**config.mk**
```make
export PLATFORM = sky130hd
export DESIGN_NAME = down_counter_timer
export DESIGN_NICKNAME = d
export VERILOG_FILES = /design/src/rtl/down_counter_timer.sv
export SDC_FILE = /design/constraint.sdc
export NUM_CORES = 1
export LEC_CHECK = 0
export CAP_MARGIN = 10
export CORE_MARGIN = 1.5
export CORE_UTILIZATION = 40
export DETAILED_ROUTE_END_ITERATION = 8
export PLACE_DENSITY = 0.62
export SYNTH_ARGS = -nofsm -noshare
export SYNTH_HDL_FRONTEND = slang
export SYNTH_SLANG_ARGS = --single-unit
```
**constraint.sdc**
```tcl
create_clock -name clk -period 4.3 [get_ports clk]
set_input_delay 0.43 -clock clk [delete_from_list [all_inputs] [get_ports clk]]
set_output_delay 0.43 -clock clk [all_outputs]
set_load 0.02 [all_outputs]
```
**src/rtl/down_counter_timer.sv**
```systemverilog
// Down-counting timer with a reload register, one-shot and periodic modes.
// The timer has three states: IDLE, RUN and DONE.
// count and tc are registered outputs. busy decodes the registered state.
// The timer counts down to 0 and never wraps.
module down_counter_timer #(
    parameter int unsigned WIDTH = 4
) (
    input  logic             clk,
    input  logic             nrst,
    input  logic             load,
    input  logic [WIDTH-1:0] load_val,
    input  logic             start,
    input  logic             stop,
    input  logic             auto_reload,
    output logic [WIDTH-1:0] count,
    output logic             tc,
    output logic             busy
);

    typedef enum logic [1:0] {
        ST_IDLE = 2'b00,
        ST_RUN  = 2'b01,
        ST_DONE = 2'b10
    } state_t;

    localparam logic [WIDTH-1:0] ZERO_C = {WIDTH{1'b0}};
    localparam logic [WIDTH-1:0] ONE_C  = {{(WIDTH-1){1'b0}}, 1'b1};

    state_t           state_r;
    state_t           state_nxt_s;
    logic [WIDTH-1:0] count_r;
    logic [WIDTH-1:0] count_nxt_s;
    logic [WIDTH-1:0] rld_r;
    logic [WIDTH-1:0] rld_nxt_s;
    logic             tc_r;
    logic             tc_nxt_s;

    // Saturating decrement: a zero input stays zero, so the counter never wraps to all-ones.
    function automatic logic [WIDTH-1:0] dec_sat(input logic [WIDTH-1:0] value);
        if (value == ZERO_C) begin
            dec_sat = ZERO_C;
        end else begin
            dec_sat = value - ONE_C;
        end
    endfunction

    // Next-state and next-output decode. Input priority is load, then stop, then start, then counting.
    always_comb begin
        state_nxt_s = state_r;
        count_nxt_s = count_r;
        rld_nxt_s   = rld_r;
        tc_nxt_s    = 1'b0;

        if (load) begin
            // A load updates both the reload value and the live count.
            // Loading zero parks the timer in IDLE.
            rld_nxt_s   = load_val;
            count_nxt_s = load_val;
            if (load_val == ZERO_C) begin
                state_nxt_s = ST_IDLE;
            end else begin
                state_nxt_s = state_r;
            end
        end else if (stop) begin
            // Stop halts a running count and keeps its value. It has no effect otherwise.
            if (state_r == ST_RUN) begin
                state_nxt_s = ST_IDLE;
            end else begin
                state_nxt_s = state_r;
            end
        end else begin
            case (state_r)
                ST_IDLE, ST_DONE: begin
                    if (start) begin
                        if (count_r != ZERO_C) begin
                            // Resume from the held count. The count does not change on this edge.
                            state_nxt_s = ST_RUN;
                        end else if (rld_r != ZERO_C) begin
                            // The count is exhausted, so restart from the reload value.
                            count_nxt_s = rld_r;
                            state_nxt_s = ST_RUN;
                        end else begin
                            // Nothing to count. Ignore the request.
                            state_nxt_s = state_r;
                        end
                    end else begin
                        state_nxt_s = state_r;
                    end
                end
                ST_RUN: begin
                    if (count_r == ZERO_C) begin
                        // Periodic mode only: this is the reload cycle of the period.
                        count_nxt_s = rld_r;
                        state_nxt_s = ST_RUN;
                    end else if (count_r == ONE_C) begin
                        // Terminal edge. auto_reload is sampled only here.
                        count_nxt_s = ZERO_C;
                        tc_nxt_s    = 1'b1;
                        if (auto_reload) begin
                            state_nxt_s = ST_RUN;
                        end else begin
                            state_nxt_s = ST_DONE;
                        end
                    end else begin
                        count_nxt_s = dec_sat(count_r);
                        state_nxt_s = ST_RUN;
                    end
                end
                default: begin
                    // Recover from an unreachable encoding to a safe idle state.
                    state_nxt_s = ST_IDLE;
                    count_nxt_s = ZERO_C;
                end
            endcase
        end
    end

    // State, count, reload and tc registers with a synchronous active-low reset.
    always_ff @(posedge clk) begin
        if (!nrst) begin
            state_r <= ST_IDLE;
            count_r <= ZERO_C;
            rld_r   <= ZERO_C;
            tc_r    <= 1'b0;
        end else begin
            state_r <= state_nxt_s;
            count_r <= count_nxt_s;
            rld_r   <= rld_nxt_s;
            tc_r    <= tc_nxt_s;
        end
    end

    assign count = count_r;
    assign tc    = tc_r;
    assign busy  = (state_r == ST_RUN);

endmodule

```
After elaboration in Yosys (flattened, before gate mapping)

Index checks and enable logic that the tools add are counted.

Output and inout bits: 6
Memory bits (writable): 0
Memories: 0
Word-level logic and storage cells: 47
Bits in latches: 0
Memory bits (read-only): 0
Bits of input ports: 10
Register bits after elaboration: 11

Add/sub/neg operators: 1
Eq/ne operators: 11
Multipliers: 0
Shifts and indexed selects: 0
Reductions and logical operators: 9
Divide/modulo/power cells: 0
Multiplexer cells: 20
Magnitude comparators: 0
Bitwise logic cells: 2

Operator list:

| kind                  | count |
|---|---|
| $mux W4               | 7 |
| $mux W2               | 10 |
| $ne A3 B3 Y1 const B  | 3 |
| $logic_not A4 Y1      | 2 |
| $pmux W4 S2           | 1 |
| $reduce_and A4 Y1     | 2 |
| $reduce_bool A4 Y1    | 2 |
| $ne A5 B5 Y1 const B  | 1 |
| $reduce_or A5 Y1      | 1 |
| $eq A4 B1 Y1 const B  | 1 |
| $ne A4 B4 Y1 const B  | 1 |
| $pmux W2 S2           | 1 |
| $sub A4 B1 Y4 const B | 1 |
| $ne A3 B2 Y1 const B  | 1 |
| $eq A2 B1 Y1 const B  | 1 |
| $eq A2 B2 Y1 const B  | 1 |
| $logic_not A2 Y1      | 1 |
| $ne A2 B1 Y1 const B  | 1 |
| $ne A2 B2 Y1 const B  | 1 |
| $not A1 Y1            | 2 |
| $reduce_or A2 Y1      | 1 |
| $mux W1               | 1 |

Depth between registers and ports, before layout

Word-level depth: 7
Depth in mapped cells: 6
Mapped depth without buffers: 6

Least setup slack after synthesis

Ideal clock, no wire load.

Path type: reg2reg
Start point: register count_r[0], in the netlist count[0]
End point: register count_r[0], in the netlist count[0]
Period minus slack after synthesis: 1.723 ns
Path buffers: 0
Arrival time: 1.635 ns
Cell stages (with the launch flop): 7
Setup time: 0.088 ns
Data required time: 4.212 ns
Path slack: 2.577 ns
Cell sequence: dfxtp_1 inv_1 ha_1 nand4bb_2 a221oi_4 nand2_2 o32ai_2

Cells in the longest elaborated chain, start to end: 6
Elaborated cells between the ends (all ways): 11
Those cells by class: add/sub (1); eq/ne (2); mux (5); reduce/logical (3)

Ends and longest elaborated chain:

| element                                              | line   | source |
|---|---|---|
| start, declared                                      | 31     | `logic [WIDTH-1:0] count_r;` |
| start signal, assigned                               | 127    | `count_r <= count_nxt_s;` |
| $sub A4 B1 Y4 / $eq A4 B1 Y1 (equally long branches) | 43, 95 |  |
| $mux W4                                              | 95     | `end else if (count_r == ONE_C) begin` |
| $mux W4                                              | 91     | `if (count_r == ZERO_C) begin` |
| $pmux W4 S2                                          | 72     | `case (state_r)` |
| $mux W4                                              | 64     | `end else if (stop) begin` |
| $mux W4                                              | 54     | `if (load) begin` |

Several ways; a longest one is shown, not always the timed one. The select of a mux whose other input is x is not followed.
A chain may end at the register's enable or synchronous reset.

Worst setup path in the final report

Start point: input port load
End point: register count_r[0], in the netlist count[0]

Cells in the longest elaborated chain, start to end: 2
Elaborated cells between the ends (all ways): 6
Those cells by class: eq/ne (4); mux (1); reduce/logical (1)

Ends and longest elaborated chain:

| element                                                              | line | source |
|---|---|---|
| start, declared                                                      | 10   | `input logic load,` |
| $ne A3 B3 Y1 (no source line) / $ne A2 B2 Y1 (equally long branches) | --   |  |
| $reduce_and A4 Y1 (no source line)                                   | --   |  |

Several ways; a longest one is shown, not always the timed one.

==> results.json <==
{
  "status": "completed",
  "synth_top_area_share_pct": 29.7,
  "grt_max_degree": 19,
  "synth_area_um2": 741,
  "drive_above_1_share_pct": 8.57,
  "r2r-start": "count[0]",
  "worst_pin_slew_ps": 652,
  "syn_nets": 101,
  "synth_seq_cells": 11,
  "synth_largest_area_cell": "dfxtp_1",
  "setup_viol": 0,
  "synth_compound_area_share_pct": 26.5,
  "synth_mux_area_share_pct": 6.76,
  "crit_type": "input pin to flop",
  "gr-usage-all-layers_pct": 19.5,
  "hold_viol_final": 0,
  "worstSetupStartpointType": "input pin",
  "fin_tns_setup_ps": 0,
  "critPathCaptureType": "flop",
  "final_cell_count_no_fill": 130,
  "cp_top_family": "buffers and inverters",
  "antenna_found_initial": 0,
  "tritoncts": "done",
  "grt_overflow_total": 0,
  "fmax_mhz": 471,
  "dieArea_mm2": 0.00212,
  "arrival_ps": 2310,
  "dr_total_vias": 736,
  "pre_cts_ws_ps": 1900,
  "std_cell_rows": 15,
  "max-vdd-ir-drop_uv": 173,
  "wirelength_um": 1760,
  "crit_cells": 5,
  "clock_path_buffers": 2,
  "rr_worst_depth": 6,
  "routabilityCongestion": 0.838,
  "synthXorXnorAreaFrac_pct": 0,
  "cp_cell_sequence": "clkdlybuf4s50_1 -> nor2_1 -> a221oi_4 -> nand2_2 -> o32ai_2",
  "clkTransAtPathRegs_ps": 80,
  "cts_buffers": 3,
  "coreArea_mm2": 0.00173,
  "cp-endpoint": "count[0]",
  "die_w_um": 46.0,
  "io_buffers": 15,
  "synth_top_family_by_area": "simple AND/OR/NAND/NOR gates",
  "synth_warnings": 0,
  "grt_pass1_vias": 650,
  "rsz0062_at_grt": "false",
  "critical-path-slowest-cell": "clkdlybuf4s50_1",
  "ys_types": 34,
  "num-nets-final": 118,
  "period_share_pct": 49.4,
  "ff2ff_setup_slack_ps": 2440,
  "startpoint": "load",
  "max_slew_margin_pct": 56.4,
  "cts.sinks": 11,
  "finalWorstSetupSlack_ps": 2180,
  "synth_area_leaders": "dfxtp_1 (30%), mux2i_1 (6.8%), nor2b_1 (6.8%)",
  "hold_start": "state_r[1]",
  "dr.pass1.iters": 4,
  "synth_fa_ha_area_share_pct": 3.38,
  "yosys.area_share.simple_pct": 28.4,
  "synth-main-ff-cell": "dfxtp_1",
  "power_leakage_nw": 0.347,
  "slowest_delay_ps": 890,
  "grt_pass1_wl_um": 2930,
  "hold_buffers": 0,
  "synth_edf_count": 0,
  "placed_cells": 126,
  "yosysSeqAreaShare_pct": 29.7,
  "area.growth.synth_to_final_pct": 26.4,
  "die_height_um": 46.0,
  "detail_route.wl_per_cell_um": 13.5,
  "io_pins": 16,
  "crit_fanout": 18,
  "cp.buffers_inverters": 1,
  "clock_tree.root_cell": "clkbuf_4",
  "pwr_density_cell_mw_per_mm2": 292,
  "initial_core_util_pct": 42.9,
  "vias_per_cell": 5.66,
  "fin_crit_ps": 2120,
  "dpl.hpwl_um": 1270,
  "total_power_uw": 273,
  "cts_resized": 0,
  "timing.rr.end": "count[0]",
  "drt_iter0_markers": 22,
  "synth_cells": 89,
  "antennaDiodeCount": 0,
  "drtAntennaViolNets": 0,
  "maxSlewViolCount": 0,
  "avgSynthCellArea_um2": 8.32,
  "htreeDepth": 1,
  "fin_skew_ps": 2.75,
  "clk_latency_ps": 270,
  "synthArstFlopShare_pct": 0,
  "worstPathRequired_ps": 4490,
  "cap_violations": 0,
  "drc": 0,
  "hp-class": "flop to flop",
  "postCtsSetupBuffers": 0
}
worst reg2reg max path: stages (launching register included):
cell and delay (ps):
dfxtp_1 370, inv_1 80, ha_1 310, nand4bb_2 190, a221oi_4 450, nand2_2 120, o32ai_2 260
layout make-up:
cell class	count	area, µm²
repair buffers	15	150
inverters	7	26.3
fillers	174	791
flip-flops and latches	11	220
well taps	25	31.3
multi-input cells	68	482
clock buffers	4	26.3
cell usage after synthesis (2+ instances only):
master and n:
dfxtp_1 11, nor2_1 9, inv_1 7, nor2b_1 8, mux2i_1 5, nand3_1 2, nand2_1 6, nor4_1 3
a211oi_1 2, a21oi_1 3, o21ai_0 5, ha_1 2, nand2b_1 3, o32ai_1 2, o31ai_1 2
stage by stage:
stage	instance area [µm²]	util, %	hold slack, ps
floorplan	741	-	473
global placement	910	52.7	505
detailed placement	910	52.7	498
CTS	936	54.2	520
global route	936	54.2	550
finish	936	54.2	516
layout by cell type (no fill, tap or decap), drive strengths merged:
| cell | n |
|---|---|
| nand2b | 3 |
| nand4bb | 1 |
| nand2 | 7 |
| a21oi | 3 |
| a221oi | 2 |
| o211ai | 1 |
| a211oi | 2 |
| and2 | 1 |
| nand3 | 2 |
| mux2i | 5 |
| o31ai | 2 |
| a32o | 1 |
| o32ai | 3 |
| a211o | 1 |
| o22ai | 1 |
| nor2 | 9 |
| or2b | 1 |
| nor4b | 1 |
| and4 | 1 |
| dfxtp | 11 |
| o21ai | 6 |
| clkdlybuf4s50 | 15 |
| clkbuf | 4 |
| inv | 7 |
| nor4 | 3 |
| a221o | 1 |
| ha | 2 |
| nor2b | 8 |
| a41o | 1 |
cells by family (layout without fill, tap and decap cells):
group / after synthesis / in the layout
multiplexers: 5 / 5
adder cells (fa/ha/maj): 2 / 2
AO/OA/AOI/OAI: 24 / 24
AND/OR/NAND/NOR: 37 / 37
flip-flops: 11 / 11
buffers and inverters: 10 / 26
registers in the layout, indices dropped and copies added (netlist names):
register,cells
tc,1
count,4
rld_r,4
state_r,2
how the worst min path moves through the flow:
stage	end	slack, ps	cells after the start
after floorplan	state_r[1]	470	2
after global placement	state_r[1]	510	2
after detailed placement	state_r[1]	500	2
after CTS	state_r[1]	520	2
after global routing	state_r[1]	550	2
final	state_r[1]	520	2
layer usage:
layer	track usage, %	part of all wire, %	up-vias
met2	29.7	45	29
met3	3.57	5.5	4
met4	8.57	1.3	0
li1	-	-	359
met5	0	0	-
met1	26.4	48	344
power by group:
group,internal (mW),switching (mW),leakage [nW]
clock network,0.0360,0.0397,0.0150
registers,0.108,0.00965,0.0901
logic,0.0387,0.0409,0.242
total,0.183,0.0903,0.347
No activity file was read; power rests on OpenSTA's default activity.
